===== src/rtl/bus_burst_arbiter_pkg.sv =====
// Shared types and width helpers for the burst arbiter (package bus_pkg).
package bus_pkg;

  typedef enum logic [1:0] {IDLE, CMD, DATA, DONE} state_t;

  function automatic int idx_w(input int n);
    return (n > 1) ? $clog2(n) : 1;
  endfunction

  // Beat counter holds 0..BURST_LEN.
  function automatic int beat_w(input int burst_len);
    return $clog2(burst_len + 1);
  endfunction

endpackage


===== src/rtl/bus_burst_arbiter_if.sv =====
// External memory command/data port shared by the arbiter and the memory model.
interface bus_burst_arbiter_if #(
  parameter int DATA_W = 32,
  parameter int ADDR_W = 24
);
  logic              mem_cmd_valid;
  logic              mem_cmd_ready;
  logic              mem_cmd_we;
  logic [ADDR_W-1:0] mem_cmd_addr;
  logic [DATA_W-1:0] mem_wdata;
  logic              mem_wready;
  logic [DATA_W-1:0] mem_rdata;
  logic              mem_rvalid;

  modport master (
    output mem_cmd_valid, mem_cmd_we, mem_cmd_addr, mem_wdata,
    input  mem_cmd_ready, mem_wready, mem_rdata, mem_rvalid
  );

  modport slave (
    input  mem_cmd_valid, mem_cmd_we, mem_cmd_addr, mem_wdata,
    output mem_cmd_ready, mem_wready, mem_rdata, mem_rvalid
  );
endinterface


===== src/rtl/bus_burst_arbiter_rr.sv =====
// Combinational round-robin picker: first requester searching upward from last+1.
module bus_rr_arbiter
  import bus_pkg::*;
#(
  parameter int N  = 4,
  parameter int CW = idx_w(N)
) (
  input  logic [N-1:0]  req,
  input  logic [CW-1:0] last,
  output logic [CW-1:0] grant,
  output logic          any
);

  logic [CW-1:0] idx;

  always_comb begin
    grant = '0;
    any   = 1'b0;
    idx   = '0;
    for (int k = 1; k <= N; k++) begin
      idx = CW'((int'(last) + k) % N);
      if (!any && req[idx]) begin
        grant = idx;
        any   = 1'b1;
      end
    end
  end

endmodule


===== src/rtl/bus_burst_arbiter.sv =====
// N-channel burst arbiter between channel FIFOs and one memory port.
// Optional BUS_PINGPONG_EN: per-channel double frame buffers toggled at frame wrap.
module bus_burst_arbiter
  import bus_pkg::*;
#(
  parameter int NUM_CH      = 4,
  parameter int DATA_W      = 32,
  parameter int ADDR_W      = 24,
  parameter int LVL_W       = 9,
  parameter int FIFO_DEPTH  = 512,
  parameter int BURST_LEN   = 8,
  parameter int FRAME_WORDS = 76800,
  parameter logic [NUM_CH-1:0] CH_IS_READ = 4'b1100
) (
  input  logic                           ctrl_clk,
  input  logic                           reset_n,
  input  logic [NUM_CH-1:0]              ch_en,
  input  logic [NUM_CH-1:0][ADDR_W-1:0]  ch_base,
  input  logic [NUM_CH-1:0][LVL_W-1:0]   ch_level,
  input  logic [NUM_CH-1:0][DATA_W-1:0]  ch_wdata,
  output logic [NUM_CH-1:0]              ch_fifo_rd,
  output logic [NUM_CH-1:0]              ch_fifo_wr,
  output logic [DATA_W-1:0]              ch_rdata,
  output logic [NUM_CH-1:0]              ch_frame_done,
  output logic [NUM_CH-1:0]              ch_frame_sel,
  bus_burst_arbiter_if.master            mem,
  output logic                           busy,
  output logic [idx_w(NUM_CH)-1:0]       cur_ch
);

  localparam int CW = idx_w(NUM_CH);
  localparam int BW = beat_w(BURST_LEN);
  localparam logic [ADDR_W-1:0] FRAME_A   = ADDR_W'(FRAME_WORDS);
  localparam logic [ADDR_W-1:0] BURST_A   = ADDR_W'(BURST_LEN);
  localparam logic [BW-1:0]     LAST_BEAT = BW'(BURST_LEN - 1);

  state_t                          state;
  logic [CW-1:0]                   gnt, last, pick;
  logic                            any;
  logic [BW-1:0]                   beat;
  logic [NUM_CH-1:0][ADDR_W-1:0]   base_q, off_q, eff_base, eff_off;
  logic [NUM_CH-1:0]               en_q, pend, rise, apply, elig, req, sel_q, eff_sel;
  logic [NUM_CH-1:0]               frame_done;
  logic                            cmd_valid, cmd_we;
  logic [ADDR_W-1:0]               cmd_addr;
  logic                            g_rd, beat_stb, wrap;

  // An enable edge seen while busy is parked in pend and applied back in IDLE.
  always_comb begin
    rise  = ch_en & ~en_q;
    apply = (state == IDLE) ? (rise | pend) : '0;
    for (int i = 0; i < NUM_CH; i++) begin
      eff_base[i] = apply[i] ? ch_base[i] : base_q[i];
      eff_off[i]  = apply[i] ? '0 : off_q[i];
      eff_sel[i]  = apply[i] ? 1'b0 : sel_q[i];
      elig[i]     = ch_en[i] && (CH_IS_READ[i] ?
                    ((FIFO_DEPTH - int'(ch_level[i])) >= BURST_LEN) :
                    (int'(ch_level[i]) >= BURST_LEN));
    end
    req = (state == IDLE) ? elig : '0;
  end

  bus_rr_arbiter #(.N(NUM_CH), .CW(CW)) u_rr (
    .req   (req),
    .last  (last),
    .grant (pick),
    .any   (any)
  );

  assign g_rd     = CH_IS_READ[gnt];
  assign beat_stb = (state == DATA) && (g_rd ? mem.mem_rvalid : mem.mem_wready);
  assign wrap     = (off_q[gnt] + BURST_A) == FRAME_A;

  always_comb begin
    ch_fifo_rd = '0;
    ch_fifo_wr = '0;
    if (state == DATA) begin
      if (g_rd) ch_fifo_wr[gnt] = mem.mem_rvalid;
      else      ch_fifo_rd[gnt] = mem.mem_wready;
    end
  end

  assign mem.mem_wdata     = (state == DATA && !g_rd) ? ch_wdata[gnt] : '0;
  assign ch_rdata          = (state == DATA &&  g_rd) ? mem.mem_rdata : '0;
  assign mem.mem_cmd_valid = cmd_valid;
  assign mem.mem_cmd_we    = cmd_we;
  assign mem.mem_cmd_addr  = cmd_addr;
  assign ch_frame_done     = frame_done;
  assign ch_frame_sel      = sel_q;
  assign busy              = (state != IDLE);
  assign cur_ch            = gnt;

`ifndef BUS_PINGPONG_EN
  assign sel_q = '0;
`endif

  always_ff @(posedge ctrl_clk or negedge reset_n) begin
    if (!reset_n) begin
      state      <= IDLE;
      gnt        <= '0;
      last       <= CW'(NUM_CH - 1);
      beat       <= '0;
      base_q     <= '0;
      off_q      <= '0;
      en_q       <= '0;
      pend       <= '0;
      frame_done <= '0;
      cmd_valid  <= 1'b0;
      cmd_we     <= 1'b0;
      cmd_addr   <= '0;
`ifdef BUS_PINGPONG_EN
      sel_q      <= '0;
`endif
    end else begin
      en_q       <= ch_en;
      frame_done <= '0;
      for (int i = 0; i < NUM_CH; i++) begin
        if (apply[i]) begin
          base_q[i] <= ch_base[i];
          off_q[i]  <= '0;
          pend[i]   <= 1'b0;
`ifdef BUS_PINGPONG_EN
          sel_q[i]  <= 1'b0;
`endif
        end else if (state != IDLE && rise[i]) begin
          pend[i] <= 1'b1;
        end
      end
      case (state)
        IDLE: if (any) begin
          gnt       <= pick;
          cmd_valid <= 1'b1;
          cmd_we    <= !CH_IS_READ[pick];
          cmd_addr  <= eff_base[pick] + (eff_sel[pick] ? FRAME_A : '0) + eff_off[pick];
          state     <= CMD;
        end
        CMD: if (mem.mem_cmd_ready) begin
          cmd_valid <= 1'b0;
          cmd_we    <= 1'b0;
          cmd_addr  <= '0;
          beat      <= '0;
          state     <= DATA;
        end
        DATA: if (beat_stb) begin
          if (beat == LAST_BEAT) begin
            frame_done[gnt] <= wrap;
            state           <= DONE;
          end else begin
            beat <= beat + 1'b1;
          end
        end
        DONE: begin
          if (wrap) begin
            off_q[gnt] <= '0;
`ifdef BUS_PINGPONG_EN
            sel_q[gnt] <= ~sel_q[gnt];
`endif
          end else begin
            off_q[gnt] <= off_q[gnt] + BURST_A;
          end
          last  <= gnt;
          state <= IDLE;
        end
        default: state <= IDLE;
      endcase
    end
  end

endmodule


===== src/flat_wrapper.sv =====
// flat-port wrapper written by rule: the top's interface ports become plain ports
module bus_burst_arbiter_flat import bus_pkg::*;
#(
  parameter int NUM_CH      = 4,
  parameter int DATA_W      = 32,
  parameter int ADDR_W      = 24,
  parameter int LVL_W       = 9,
  parameter int FIFO_DEPTH  = 512,
  parameter int BURST_LEN   = 8,
  parameter int FRAME_WORDS = 76800,
  parameter logic [NUM_CH-1:0] CH_IS_READ = 4'b1100
)
  (ctrl_clk, reset_n, ch_en, ch_base, ch_level, ch_wdata, ch_fifo_rd, ch_fifo_wr, ch_rdata, ch_frame_done, ch_frame_sel, busy, cur_ch, mem_mem_cmd_valid, mem_mem_cmd_we, mem_mem_cmd_addr, mem_mem_wdata, mem_mem_cmd_ready, mem_mem_wready, mem_mem_rdata, mem_mem_rvalid);
  bus_burst_arbiter_if #(.DATA_W(DATA_W), .ADDR_W(ADDR_W)) mem_i ();
  input  logic ctrl_clk;
  input  logic reset_n;
  input  logic [NUM_CH-1:0] ch_en;
  input  logic [NUM_CH-1:0][ADDR_W-1:0] ch_base;
  input  logic [NUM_CH-1:0][LVL_W-1:0] ch_level;
  input  logic [NUM_CH-1:0][DATA_W-1:0] ch_wdata;
  output logic [NUM_CH-1:0] ch_fifo_rd;
  output logic [NUM_CH-1:0] ch_fifo_wr;
  output logic [DATA_W-1:0] ch_rdata;
  output logic [NUM_CH-1:0] ch_frame_done;
  output logic [NUM_CH-1:0] ch_frame_sel;
  output logic busy;
  output logic [idx_w(NUM_CH)-1:0] cur_ch;
  output wire logic [$bits(mem_i.mem_cmd_valid)-1:0] mem_mem_cmd_valid;
  output wire logic [$bits(mem_i.mem_cmd_we)-1:0] mem_mem_cmd_we;
  output wire logic [$bits(mem_i.mem_cmd_addr)-1:0] mem_mem_cmd_addr;
  output wire logic [$bits(mem_i.mem_wdata)-1:0] mem_mem_wdata;
  input wire logic [$bits(mem_i.mem_cmd_ready)-1:0] mem_mem_cmd_ready;
  input wire logic [$bits(mem_i.mem_wready)-1:0] mem_mem_wready;
  input wire logic [$bits(mem_i.mem_rdata)-1:0] mem_mem_rdata;
  input wire logic [$bits(mem_i.mem_rvalid)-1:0] mem_mem_rvalid;
  assign mem_mem_cmd_valid = mem_i.mem_cmd_valid;
  assign mem_mem_cmd_we = mem_i.mem_cmd_we;
  assign mem_mem_cmd_addr = mem_i.mem_cmd_addr;
  assign mem_mem_wdata = mem_i.mem_wdata;
  assign mem_i.mem_cmd_ready = mem_mem_cmd_ready;
  assign mem_i.mem_wready = mem_mem_wready;
  assign mem_i.mem_rdata = mem_mem_rdata;
  assign mem_i.mem_rvalid = mem_mem_rvalid;
  bus_burst_arbiter #(.NUM_CH(NUM_CH), .DATA_W(DATA_W), .ADDR_W(ADDR_W), .LVL_W(LVL_W), .FIFO_DEPTH(FIFO_DEPTH), .BURST_LEN(BURST_LEN), .FRAME_WORDS(FRAME_WORDS), .CH_IS_READ(CH_IS_READ)) u_core (.ctrl_clk(ctrl_clk), .reset_n(reset_n), .ch_en(ch_en), .ch_base(ch_base), .ch_level(ch_level), .ch_wdata(ch_wdata), .ch_fifo_rd(ch_fifo_rd), .ch_fifo_wr(ch_fifo_wr), .ch_rdata(ch_rdata), .ch_frame_done(ch_frame_done), .ch_frame_sel(ch_frame_sel), .mem(mem_i), .busy(busy), .cur_ch(cur_ch));
endmodule

===== config.mk =====
export PLATFORM = sky130hd
export DESIGN_NAME = bus_burst_arbiter_flat
export DESIGN_NICKNAME = d
export VERILOG_FILES = /design/src/rtl/bus_burst_arbiter_pkg.sv /design/src/rtl/bus_burst_arbiter_if.sv /design/src/rtl/bus_burst_arbiter_rr.sv /design/src/rtl/bus_burst_arbiter.sv /design/src/flat_wrapper.sv
export SDC_FILE = /design/constraint.sdc
export NUM_CORES = 1
export LEC_CHECK = 0
export ABC_AREA = 1
export CORE_MARGIN = 2
export CORE_UTILIZATION = 35
export CTS_BUF_LIST = sky130_fd_sc_hd__clkbuf_16
export CTS_CLUSTER_SIZE = 40
export DETAILED_ROUTE_END_ITERATION = 7
export PLACE_DENSITY = 0.65
export SLEW_MARGIN = 25
export SYNTH_ARGS = -nofsm -noshare
export SYNTH_HDL_FRONTEND = slang
export SYNTH_SLANG_ARGS = --single-unit

===== constraint.sdc =====
create_clock -name ctrl_clk -period 10.8 [get_ports ctrl_clk]
set_input_delay 1.62 -clock ctrl_clk [delete_from_list [all_inputs] [get_ports ctrl_clk]]
set_output_delay 1.62 -clock ctrl_clk [all_outputs]
set_load 0.01 [all_outputs]

Yosys cells after proc, flatten, opt, wreduce, memory -nomap -nowiden
Index checks and enable logic that the tools add are counted.
{"block": "word_totals", "output_inout_bits": 109, "elab_cells": 175, "input_bits": 301, "reg_bits": 240}
{"block": "op_classes", "reduce_logical": 32, "n_lt_le_gt_ge": 11, "add_sub_neg": 10, "bitwise": 8, "mux": 83, "n_eq_ne": 10}
{"cell": "$mux 24", "count": 14}
{"cell": "$mux 96", "count": 2}
{"cell": "$bmux 24 s2", "count": 3}
{"cell": "$and 96x96->96", "count": 1}
{"cell": "$bwmux 96", "count": 1}
{"cell": "$mux 32", "count": 3}
{"cell": "$not 96->96", "count": 1}
{"cell": "$bmux 32 s2", "count": 1}
{"cell": "$ge 32x5->1 const B", "count": 2}
{"cell": "$add 24x24->24", "count": 2}
{"cell": "$demux 24 s2", "count": 1}
{"cell": "$mux 4", "count": 12}
{"cell": "$pmux 24 s2", "count": 1}
{"cell": "$add 24x4->24 const B", "count": 1}
{"cell": "$eq 24x17->1 const B", "count": 1}
{"cell": "$mux 1", "count": 24}
{"cell": "$sub 10x9->11 const A", "count": 2}
{"cell": "$ge 9x4->1 const B", "count": 2}
{"cell": "$lt 2x3->1 const B", "count": 6}
{"cell": "$mux 17", "count": 1}
{"cell": "$and 4x4->4", "count": 4}
{"cell": "$mux 2", "count": 8}
{"cell": "$logic_and 1x1->1", "count": 15}
{"cell": "$bmux 1 s2", "count": 7}
{"cell": "21 further kinds", "count": 39}

Logic depth before layout (Yosys ltp)
Gate-level depths: netlist of the first run.
{"block": "depth", "ltp_word": 23, "depth_mapped": 36, "depth_no_buf": 35}

Hierarchy
Synthesis of the first run repeated with hierarchy kept, for this count alone.
{"block": "hier_totals", "hier_cells": 2337, "area_unflattened_um2": 15797.7}
{"module": "bus_burst_arbiter", "cells_per_inst": 2285, "seq_area_each_um2": 6008.3, "area_each_um2": 15526.1, "n_inst": 1}
{"module": "bus_rr_arbiter", "cells_per_inst": 52, "seq_area_each_um2": 0.0, "area_each_um2": 271.5, "n_inst": 1}

Worst setup path before layout of the first run
No wires, ideal clock.
{"block": "synth_timing", "kind": "input-to-reg", "start": "input port ch_level[25] (netlist bit)", "end": "register u_core.cmd_addr[14], in the netlist u_core.mem.mem_cmd_addr[14]", "path_stages": 29, "required_ns": 10.717, "path_buffers": 2, "setup_ns": 0.083, "setup_slack_ns": 5.691, "arrival_time_ns": 5.027, "cell_sequence": "nand2_1 -> nor2_1 -> nand4_1 -> nand3b_1 -> nand2_1 -> nand2_1 -> and2_1 -> nand2_1 -> nor2_1 -> nand2_1 -> nand2_1 -> buf_2 -> clkbuf_1 -> nand3_1 -> o21ai_0 -> nand2_1 -> o21ai_1 -> ha_1 -> inv_1 -> fa_1 -> inv_1 -> a21oi_1 -> nor2_1 -> inv_1 -> a31o_2 -> o21ai_0 -> a21oi_1 -> and2_1 -> o21ai_0"}
{"block": "synth_between", "elab_chain_cells": 23, "word_cells_on_any_way": 39, "cone_classes": "add/sub: 3; order compare: 1; eq/ne: 1; mux: 26; reduce/logical: 8"}
{"element": "start, declared", "line": "flat_wrapper.sv:19", "rtl": "input logic [NUM_CH-1:0][LVL_W-1:0] ch_level;"}
{"element": "$sub 10x9->11 *", "line": "bus_burst_arbiter.sv:57", "rtl": "((FIFO_DEPTH - int'(ch_level[i])) >= BURST_LEN) :"}
{"element": "$ge 32x5->1 *", "line": "bus_burst_arbiter.sv:57"}
{"element": "$logic_and 1x1->1 *", "line": "bus_burst_arbiter.sv:56", "rtl": "elig[i] = ch_en[i] && (CH_IS_READ[i] ?"}
{"element": "$mux 4 *", "line": "bus_burst_arbiter.sv:60", "rtl": "req = (state == IDLE) ? elig : '0;"}
{"element": "$bmux 1 s2", "line": "bus_burst_arbiter_rr.sv:22", "rtl": "if (!any && req[idx]) begin"}
{"element": "$mux 1 (not written as such)", "line": "bus_burst_arbiter_rr.sv:22"}
{"element": "$mux 1", "line": "bus_burst_arbiter_rr.sv:22"}
{"element": "$logic_not 1->1", "line": "bus_burst_arbiter_rr.sv:22"}
{"element": "[6 not listed]"}
{"element": "$logic_and 1x1->1", "line": "bus_burst_arbiter_rr.sv:22"}
{"element": "$mux 2", "line": "bus_burst_arbiter_rr.sv:22"}
{"element": "$bmux 1 s2", "line": "bus_burst_arbiter.sv:134", "rtl": "cmd_addr <= eff_base[pick] + (eff_sel[pick] ? FRAME_A : '0) + eff_off[pick];"}
{"element": "$mux 1 (not written as such)", "line": "bus_burst_arbiter.sv:134"}
{"element": "$mux 17", "line": "bus_burst_arbiter.sv:134"}
{"element": "$add 24x24->24 (2 in series)", "line": "bus_burst_arbiter.sv:134"}
{"element": "$mux 24", "line": "bus_burst_arbiter.sv:130", "rtl": "IDLE: if (any) begin"}
{"element": "$pmux 24 s2", "line": "bus_burst_arbiter.sv:129", "rtl": "case (state)"}
{"element": "end signal, assigned", "line": "bus_burst_arbiter.sv:134"}
{"element": "end, declared", "line": "bus_burst_arbiter.sv:45", "rtl": "logic [ADDR_W-1:0] cmd_addr;"}
Every way passes the cells marked *; elsewhere a longest branch is shown, timed or not. The select of a mux whose other input is x is not followed.
A chain may end at the register's enable or synchronous reset.

Worst setup path in the final report of the first run
{"block": "layout_timing", "start": "input port ch_level[4] (netlist bit)", "end": "register u_core.cmd_addr[22], in the netlist u_core.mem.mem_cmd_addr[22]"}
{"block": "layout_between", "elab_chain_cells": 22, "word_cells_on_any_way": 38, "cone_classes": "add/sub: 2; order compare: 1; eq/ne: 1; mux: 26; reduce/logical: 8"}
{"element": "$ge 9x4->1 *", "line": "bus_burst_arbiter.sv:58", "rtl": "(int'(ch_level[i]) >= BURST_LEN));"}
{"element": "$logic_and 1x1->1 *", "line": "bus_burst_arbiter.sv:56"}
{"element": "$mux 4 *", "line": "bus_burst_arbiter.sv:60"}
{"element": "$bmux 1 s2", "line": "bus_burst_arbiter_rr.sv:22"}
{"element": "$mux 1 (not written as such)", "line": "bus_burst_arbiter_rr.sv:22"}
{"element": "$mux 1", "line": "bus_burst_arbiter_rr.sv:22"}
{"element": "$logic_not 1->1", "line": "bus_burst_arbiter_rr.sv:22"}
{"element": "$logic_and 1x1->1", "line": "bus_burst_arbiter_rr.sv:22"}
{"element": "[5 not listed]"}
{"element": "$logic_and 1x1->1", "line": "bus_burst_arbiter_rr.sv:22"}
{"element": "$mux 2", "line": "bus_burst_arbiter_rr.sv:22"}
{"element": "$bmux 1 s2", "line": "bus_burst_arbiter.sv:134"}
{"element": "$mux 1 (not written as such)", "line": "bus_burst_arbiter.sv:134"}
{"element": "$mux 17", "line": "bus_burst_arbiter.sv:134"}
{"element": "$add 24x24->24 (2 in series)", "line": "bus_burst_arbiter.sv:134"}
{"element": "$mux 24", "line": "bus_burst_arbiter.sv:130"}
{"element": "$pmux 24 s2", "line": "bus_burst_arbiter.sv:129"}
Marks and branches as above.

==> flow_summary.toml, run 1 <==
[clock_network]
clk_pin_slew_ns = 0.06
cts.repair.resized = 0
clock_latency_ns = 0.58
cts-buffers-inserted = 27
cts_tree = "done"
root_buffer = "clkbuf_16"
cts_hold_buf = 0
post_cts_buffers = 0
clockBufferDepth = 3
h-tree-depth = 1
clkSinkCount = 240

[final_layout]
fillers = 4448
drive_above_1_share = 0.0677
area_growth_pct = 33.0
final_util = 0.474
num_antenna_cells = 0
seq_area_mm2 = 0.00601
final_area_mm2 = 0.0211
multi_input_area_mm2 = 0.00812
final_cells = 3252
num-nets-final = 2972

[timing]
whs_ns = 0.476
worstMarginPinSlew_ns = 1.05
final.setup.tns_ns = 0
finClkSkew_ns = 0.0170
relSlewSlack = 0.296
period_minus_slack_ns = 6.57
setup_viol = 0
finalCritPeriodShare = 0.609
slew_viol_final = 0
setup_slack_ns = 4.23
rsz0062_at_grt = "no"
finalHoldViolations = 0
max_freq_mhz = 152

[pwr]
swShare = 0.540
netSwitchingPower_mw = 4.18
clkPwrFrac = 0.112
p_per_area_mw_per_mm2 = 367
p_int_mw = 3.56
leakagePower_nw = 9.80
power_frac_comb = 0.705
vdd_ir_drop_max_v = 0.000181
power_mw = 7.74
power_frac_seq = 0.183

[synth]
synth_flop_cell = "dfrtp_1"
synth.most_common_cell = "nand2_1"
synth_cell_types = 54
synthArstFlopShare = 1.00
syn_area_per_cell_um2 = 6.86
yosysSeqAreaShare = 0.379
synth_top_area_frac = 0.376
yosysWarningCount = 0
synth_seq_cells = 240
yosys-top-cells-area = "dfrtp_1 (38%), nand2_1 (13%), o21ai_0 (7.4%)"
synth_edf_count = 0
syn_area_mm2 = 0.0158
synthTopCellsByCount = "nand2_1 (562), inv_1 (309), nor2_1 (240)"
syn_inst = 2311
synth_largest_area_cell = "dfrtp_1"

[status]
status = "finished, final reports clean"

[worst_setup_path]
rr_worst_depth = 26
critPathCaptureType = "register"
required_ns = 11.25
critPathMaxFanout = 82
arrival_ns = 7.02
regToRegEndpoint = "u_core.mem.mem_cmd_addr[22]$_DFFE_PN0P_"
critPathLaunchType = "input port"
path_class = "input port to register"
rrSetupSlack_ns = 4.85
timing.rr.start = "u_core.state[0]$_DFFE_PN0P_"

[global_routing]
antenna_found_initial = 0
grt_max_degree = 122
first_global_vias = 16700
grt_overflow_total = 0
use_met3 = 0.0396
grt_pass1_wl_um = 92400
grtUsageTotal = 0.249
use_met2 = 0.441
top_usage_layer = "met2"
gr-usage-met1 = 0.303

[routing]
wire_per_inst_um = 18.4
vias_per_cell = 5.22
firstDrtPassIters = 5
drtIter0Drc = 1344
ant_nets = 0
drt_wl_total_um = 59800
vias = 17000
drc = 0

[placed_design]
dpl.hpwl_um = 41900
dpl-instance-area_mm2 = 0.0203
dp_slack_ns = 3.68
gp_congestion = 0.960
port_buffers = 395
place_inst = 3204

[floorplanning]
core_area_mm2 = 0.0444
rows = 77
ioPinCount = 410
start_util = 0.357
die-area_mm2 = 0.0470
die_h_um = 217
die_x_um = 217

[worst_hold_path]
whs_path_depth = 2
min-delay-start = "u_core.base_q[69]$_DFF_PN0_"
min_to = "u_core.base_q[69]$_DFF_PN0_"
hold_path.class = "register to register"

[flow_run]
drv_cap = 0
-- layer usage --
metal / vias up / part of all wire
met5: - / 0
met4: 0 / 0.039
met3: 141 / 0.079
met2: 786 / 0.48
met1: 7946 / 0.40
li1: 8090 / -
-- how the worst max path moves through the flow --
stage | start | end | slack [ns] | depth (start not counted)
2_1_floorplan | ch_level[25] | u_core.mem.mem_cmd_addr[14]$_DFFE_PN0P_ | 5.69 | 29
3_3_place_gp | ch_level[4] | u_core.mem.mem_cmd_addr[21]$_DFFE_PN0P_ | 3.73 | 24
3_5_place_dp | ch_level[4] | u_core.mem.mem_cmd_addr[22]$_DFFE_PN0P_ | 3.68 | 27
4_1_cts | ch_level[4] | u_core.mem.mem_cmd_addr[22]$_DFFE_PN0P_ | 4.26 | 27
5_1_grt | ch_level[26] | u_core.mem.mem_cmd_addr[14]$_DFFE_PN0P_ | 3.72 | 28
6_report | ch_level[4] | u_core.mem.mem_cmd_addr[22]$_DFFE_PN0P_ | 4.23 | 27
-- registers in the layout (all words and copies together) (netlist names) --
name / cells
u_core.cur_ch: 2
u_core.last: 2
u_core.beat: 4
u_core.en_q: 4
u_core.mem.mem_cmd_addr: 24
u_core.state: 2
u_core.ch_frame_done: 4
u_core.base_q: 96
u_core.mem.mem_cmd_valid: 1
u_core.mem.mem_cmd_we: 1
u_core.off_q: 96
u_core.pend: 4
-- cells by family (layout without fill, tap and decap cells) --
kind of cell / after synthesis / after routing / share of synthesized area
buf+inv: 451 / 793 / 0.115
mux: 33 / 33 / 0.0208
flops: 240 / 240 / 0.379
fa+ha+maj: 30 / 30 / 0.0242
compound gates: 477 / 477 / 0.169
xor+xnor: 9 / 9 / 0.00545
other cells: 1 / 8 / 0.000237
simple gates: 1070 / 1070 / 0.286
-- power by group through the flow --
stage          combinational (mW)  sequential [mW]  clock, mW
2_1_floorplan                3.59             1.42          0
3_3_place_gp                 5.32             1.41          0
3_5_place_dp                 5.40             1.43          0
4_1_cts                      5.43             1.41      0.883
5_1_grt                      6.07             1.45      0.918
6_report                     5.45             1.41      0.870
-- cell usage in the layout, fill, tap and decap left out, drive strengths merged, types with 23 or more instances in the layout --
cell type and n:
nand2 569, clkdlybuf4s50 394, inv 324, o21ai 260
nor2 247, dfrtp 238, nand3 145, a21oi 108
or2 61, mux2i 33, a22oi 33, ha 29
buf 29, o22ai 28, clkbuf 27, nand4 23
-- cell type report --
class / count / area share
Clock buffer: 27 / 0.0321
Clock inverter: 21 / 0.00635
Inverter: 322 / 0.0578
Multi-Input combinational cell: 1627 / 0.385
Sequential cell: 240 / 0.285
Tap cell: 592 / 0.0352
Timing Repair Buffer: 423 / 0.198
-- critical path, cell delays in order --
cell and delay, ns:
clkdlybuf4s50_1 0.47, nor2_1 0.05, nand3_1 0.08, nand3_1 0.11, o21ai_1 0.20, nand2_1 0.09
and2_1 0.19, nand4_1 0.19, nand2_1 0.18, nand2_4 0.53, buf_4 0.73, o21ai_0 0.29
a21oi_1 0.56, ha_1 0.30, nand2_1 0.10, inv_1 0.06, nand2_1 0.06, nor3_1 0.31
nand4_1 0.15, nand3_1 0.18, nand3_1 0.09, nand2_1 0.11, nand3_1 0.08, nand2_1 0.08
nand2_1 0.05, nand2_1 0.05, o21ai_0 0.09
(Power assumes the default switching activity.)
==> inputs of run 2 (changes only) <==
- PLACE_DENSITY: 0.65 -> 0.67
- clock period: 10.8 -> 6 ns (I/O delays scaled with it)
==> run 2 against run 1 <==
Compared with the run above:
- first-iteration DRC count fell by 9.3%
- clock-buffer cell count did not move
- utilization rose by 0.84 points
- routed wire length rose by 2.2%
- power rose by 87%
- highest routed layer unchanged
- final area rose by 1.8%
- sequential share of layout area fell by 0.49 points
- non-clock buffer count rose by 15
- critical path depth rose by 3
==> flow_summary.toml, run 2 (synthesized netlist as in run 1, its figures left out) <==
[status]
status = "finished, final reports clean"

[pwr]
leakagePower_nw = 9.96
power_frac_comb = 0.697
power_mw = 14.5
p_int_mw = 6.80
clkPwrFrac = 0.124
swShare = 0.530
netSwitchingPower_mw = 7.66
power_frac_seq = 0.178
p_per_area_mw_per_mm2 = 674
vdd_ir_drop_max_v = 0.000313

[timing]
max_freq_mhz = 192
final.setup.tns_ns = 0
period_minus_slack_ns = 5.20
relSlewSlack = 0.415
finalHoldViolations = 0
finalCritPeriodShare = 0.866
rsz0062_at_grt = "no"
setup_viol = 0
worstMarginPinSlew_ns = 0.875
finClkSkew_ns = 0.0104
slew_viol_final = 0

[final_layout]
drive_above_1_share = 0.0751
num-nets-final = 2987
mostFrequentLayoutCells = "nand2_1 (561), clkdlybuf4s50_1 (394), inv_1 (310)"
final_common_cell = "nand2_1"
area_growth_pct = 35.3
final_util = 0.483
final_area_mm2 = 0.0214

[clock_network]
cts_hold_buf = 0
cts_tree = "done"
root_buffer = "clkbuf_16"
clockBufferDepth = 3
cts-buffers-inserted = 27
clock_latency_ns = 0.56
post_cts_buffers = 0
h-tree-depth = 1
clkSinkCount = 240
cts.repair.resized = 0
clk_pin_slew_ns = 0.06

[floorplanning]
die_x_um = 217
die_h_um = 217
start_util = 0.357
ioPinCount = 410
core_area_mm2 = 0.0444
die-area_mm2 = 0.0470
rows = 77

[worst_setup_path]
critPathMaxFanout = 45
required_ns = 6.47
critPathLaunchType = "register"
arrival_ns = 5.67
critPathCaptureType = "register"
cpMostUsedCell = "nand2_1"
path_buf_inv = 5
crit_family = "simple AND/OR/NAND/NOR gates"
slowest_stage = "ha_1"
slowest_delay_ns = 0.44
path_class = "register to register"

[global_routing]
grt_max_degree = 122
first_global_vias = 17100
grt_overflow_total = 0
antenna_found_initial = 3
grt_pass1_wl_um = 94700
grtUsageTotal = 0.256

[placed_design]
dpl-instance-area_mm2 = 0.0205
port_buffers = 395
gp_congestion = 0.943
dpl.hpwl_um = 43600

[routing]
drt_wl_total_um = 61100
drc = 0
vias = 17000
drtIter0Drc = 1219
wire_per_inst_um = 18.7
vias_per_cell = 5.20
ant_nets = 0
firstDrtPassIters = 8

[flow_run]
drv_cap = 0

[worst_hold_path]
hold_path.class = "input port to asynchronous set/reset pin"
[run 2: cell types whose count changed in the layout (fill, tap and decap cells not counted), sizes merged]
cell / delta
clkinv: -5
diode: +2
inv: -2
buf: +15
clkinvlp: +3
bufinv: +5
[run 2: area by class of cell]
cell class                      instances  area [µm²]
Sequential cell                       240        6010
Clock buffer                           27         676
Multi-Input combinational cell       1627        8110
Tap cell                              592         741
Fill cell                            4392       23000
Timing Repair Buffer                  438        4400
Antenna cell                            2        5.00
Clock inverter                         22         279
Inverter                              322        1220
[run 2: routing by layer]
| metal | vias to the layer above | track usage | routed length [µm] |
|---|---|---|---|
| met5 | - | 0 | 0 |
| met4 | 0 | 0.0959 | 2250 |
| met3 | 137 | 0.0415 | 5150 |
| met2 | 840 | 0.453 | 29900 |
| met1 | 7927 | 0.311 | 23800 |
| li1 | 8113 | - | - |
[run 2: power by group through the flow]
stage / Combinational (mW) / Clock [mW] / Sequential (mW)
after CTS: 10.0 / 1.82 / 2.58
after floorplan: 6.46 / 0 / 2.55
after global routing: 11.2 / 1.89 / 2.64
final: 10.1 / 1.79 / 2.58
after global placement: 9.81 / 0 / 2.57
after detailed placement: 9.93 / 0 / 2.60
[run 2: final timing paths]
kind / start / to / slack [ns] / depth (start not counted)
hold / removal: reset_n / u_core.mem.mem_cmd_valid$_DFFE_PN0P_ / 0.27 / 1
setup / recovery: u_core.state[0]$_DFFE_PN0P_ / u_core.mem.mem_cmd_addr[11]$_DFFE_PN0P_ / 0.80 / 30
max in group asynchronous: reset_n / u_core.base_q[84]$_DFF_PN0_ / 4.64 / 2
min in group ctrl_clk: u_core.base_q[3]$_DFF_PN0_ / u_core.base_q[3]$_DFF_PN0_ / 0.47 / 2
hold reg to reg: u_core.base_q[3]$_DFF_PN0_ / u_core.base_q[3]$_DFF_PN0_ / 0.47 / 2
setup reg to reg: u_core.state[0]$_DFFE_PN0P_ / u_core.mem.mem_cmd_addr[11]$_DFFE_PN0P_ / 0.80 / 30
[run 2: worst register-to-register path, delay by kind of cell (launching register included)]
kind	cells	cell delay (ns)
AOI/OAI and AO/OA	8	1.62
adders and majority gates	2	0.76
buffers and inverters	5	0.71
DFF	1	0.42
and+or+nand+nor	15	1.61
[run 2: stage by stage]
stage / hold slack [ns] / cells / setup slack, ns
finish: 0.271 / 3270 / 0.803
global route: 0.301 / 3268 / 0.234
CTS: 0.473 / 3267 / 0.842
detailed placement: 0.458 / 3218 / 0.407
global placement: 0.450 / 3218 / 0.447
floorplan: 0.438 / 2318 / 1.61
==> inputs of run 3 (changes only) <==
- CORE_ASPECT_RATIO: unset -> 2
- SKIP_CTS_REPAIR_TIMING: unset -> 1
==> run 3 against run 2 <==
Compared with the run above:
- global-route usage grew 2.0 points
- combinational power is essentially flat
- sequential power is essentially flat
- worst setup slack gained 0.098 ns
- routed wire length grew 8.3%
- first-iteration DRC count shrank 14%
- die area grew 0.22%
- critical path depth shrank 5
- register-to-register slack gained 0.098 ns
- via count grew 0.53%
- clock-buffer cell count shrank 5
- sequential cell count is the same
- largest power group unchanged
==> flow_summary.toml, run 3 (synthesized netlist as in run 1, its figures left out) <==
[pwr]
leakagePower_nw = 9.88
p_per_area_mw_per_mm2 = 679
vdd_ir_drop_max_v = 0.000387

[timing]
relSlewSlack = 0.376
rsz0062_at_grt = "no"
period_minus_slack_ns = 5.10
finalCritPeriodShare = 0.850
final.setup.tns_ns = 0
setup_viol = 0
whs_ns = 0.318
finalHoldViolations = 0
worstMarginPinSlew_ns = 0.937
max_freq_mhz = 196
slew_viol_final = 0
finClkSkew_ns = 0.0168

[routing]
drt_wl_total_um = 66200
firstDrtPassIters = 5
vias = 17100
drtIter0Drc = 1049
ant_nets = 0
vias_per_cell = 5.28
drc = 0
wire_per_inst_um = 20.4

[worst_setup_path]
path_buf_inv = 5
critPathLaunchType = "register"
path_class = "register to register"
required_ns = 6.42
critPathMaxFanout = 41
cpMostUsedCell = "nand2_1"
arrival_ns = 5.52
critPathCaptureType = "register"
crit_family = "simple AND/OR/NAND/NOR gates"
slowest_delay_ns = 0.59
slowest_stage = "buf_4"

[global_routing]
grt_pass1_wl_um = 100000
grt_max_degree = 147
grtUsageTotal = 0.276
antenna_found_initial = 7
first_global_vias = 17600
grt_overflow_total = 0

[clock_network]
root_buffer = "clkbuf_16"
clockBufferDepth = 3
clkSinkCount = 240
clk_pin_slew_ns = 0.07
cts-buffers-inserted = 22
cts_tree = "done"
clock_latency_ns = 0.55
h-tree-depth = 1

[floorplanning]
die_h_um = 305
die-area_mm2 = 0.0471
start_util = 0.353
core_area_mm2 = 0.0449
rows = 110
ioPinCount = 410
die_x_um = 154

[placed_design]
gp_congestion = 0.978
port_buffers = 395
dpl.hpwl_um = 49300

[flow_run]
drv_cap = 0

[final_layout]
multi_input_area_mm2 = 0.00812
seq_area_mm2 = 0.00601
fillers = 4478
final_common_cell = "nand2_1"
area_growth_pct = 33.8
mostFrequentLayoutCells = "nand2_1 (560), clkdlybuf4s50_1 (394), inv_1 (313)"
num-nets-final = 2989
drive_above_1_share = 0.0748

[worst_hold_path]
hold_path.class = "input port to asynchronous set/reset pin"

[status]
status = "finished, final reports clean"
==> run 3: layout make-up <==
cell class              count  area share
diodes                      7    0.000826
inverters                 322      0.0575
clock buffers              22      0.0260
flip-flops and latches    240       0.283
well taps                 560      0.0331
clock inverters            18     0.00755
repair buffers            445       0.209
multi-input cells        1627       0.383
==> run 3: routing by layer <==
metal	vias up	GRT usage	part of all wire
met3	222	0.0358	0.062
met1	7951	0.284	0.34
li1	8128	-	-
met5	-	0	0
met4	0	0.194	0.074
met2	807	0.510	0.52
==> run 3: final timing paths <==
path,from,end,slack (ns),cells past startpoint
worst max-delay path,u_core.state[0]$_DFFE_PN0P_,u_core.mem.mem_cmd_addr[22]$_DFFE_PN0P_,0.90,25
worst min-delay path,reset_n,u_core.base_q[66]$_DFF_PN0_,0.32,1
worst max register to register,u_core.state[0]$_DFFE_PN0P_,u_core.mem.mem_cmd_addr[22]$_DFFE_PN0P_,0.90,25
worst min register to register,u_core.base_q[5]$_DFF_PN0_,u_core.base_q[5]$_DFF_PN0_,0.47,2
max in group asynchronous,reset_n,u_core.cur_ch[0]$_DFFE_PN0P_,4.28,2
min in group ctrl_clk,u_core.base_q[5]$_DFF_PN0_,u_core.base_q[5]$_DFF_PN0_,0.47,2
==> run 3: where the power goes <==
group | internal [mW] | leakage [nW] | switching [mW]
Clock | 0.764 | 0.359 | 0.674
Sequential | 2.30 | 2.95 | 0.277
Combinational | 3.57 | 6.57 | 6.82
==> run 3: stage by stage <==
stage               total power [mW]  instance area [µm²]   util  setup WS [ns]  cells
floorplan                       9.01                15900      -           1.61   2318
global placement                12.7                20400  0.456          0.466   3193
detailed placement              12.8                20400  0.456          0.487   3193
CTS                             14.3                21200  0.472          0.933   3233
global route                    15.6                21200  0.472          0.340   3240
finish                          14.4                21200  0.472          0.901   3241
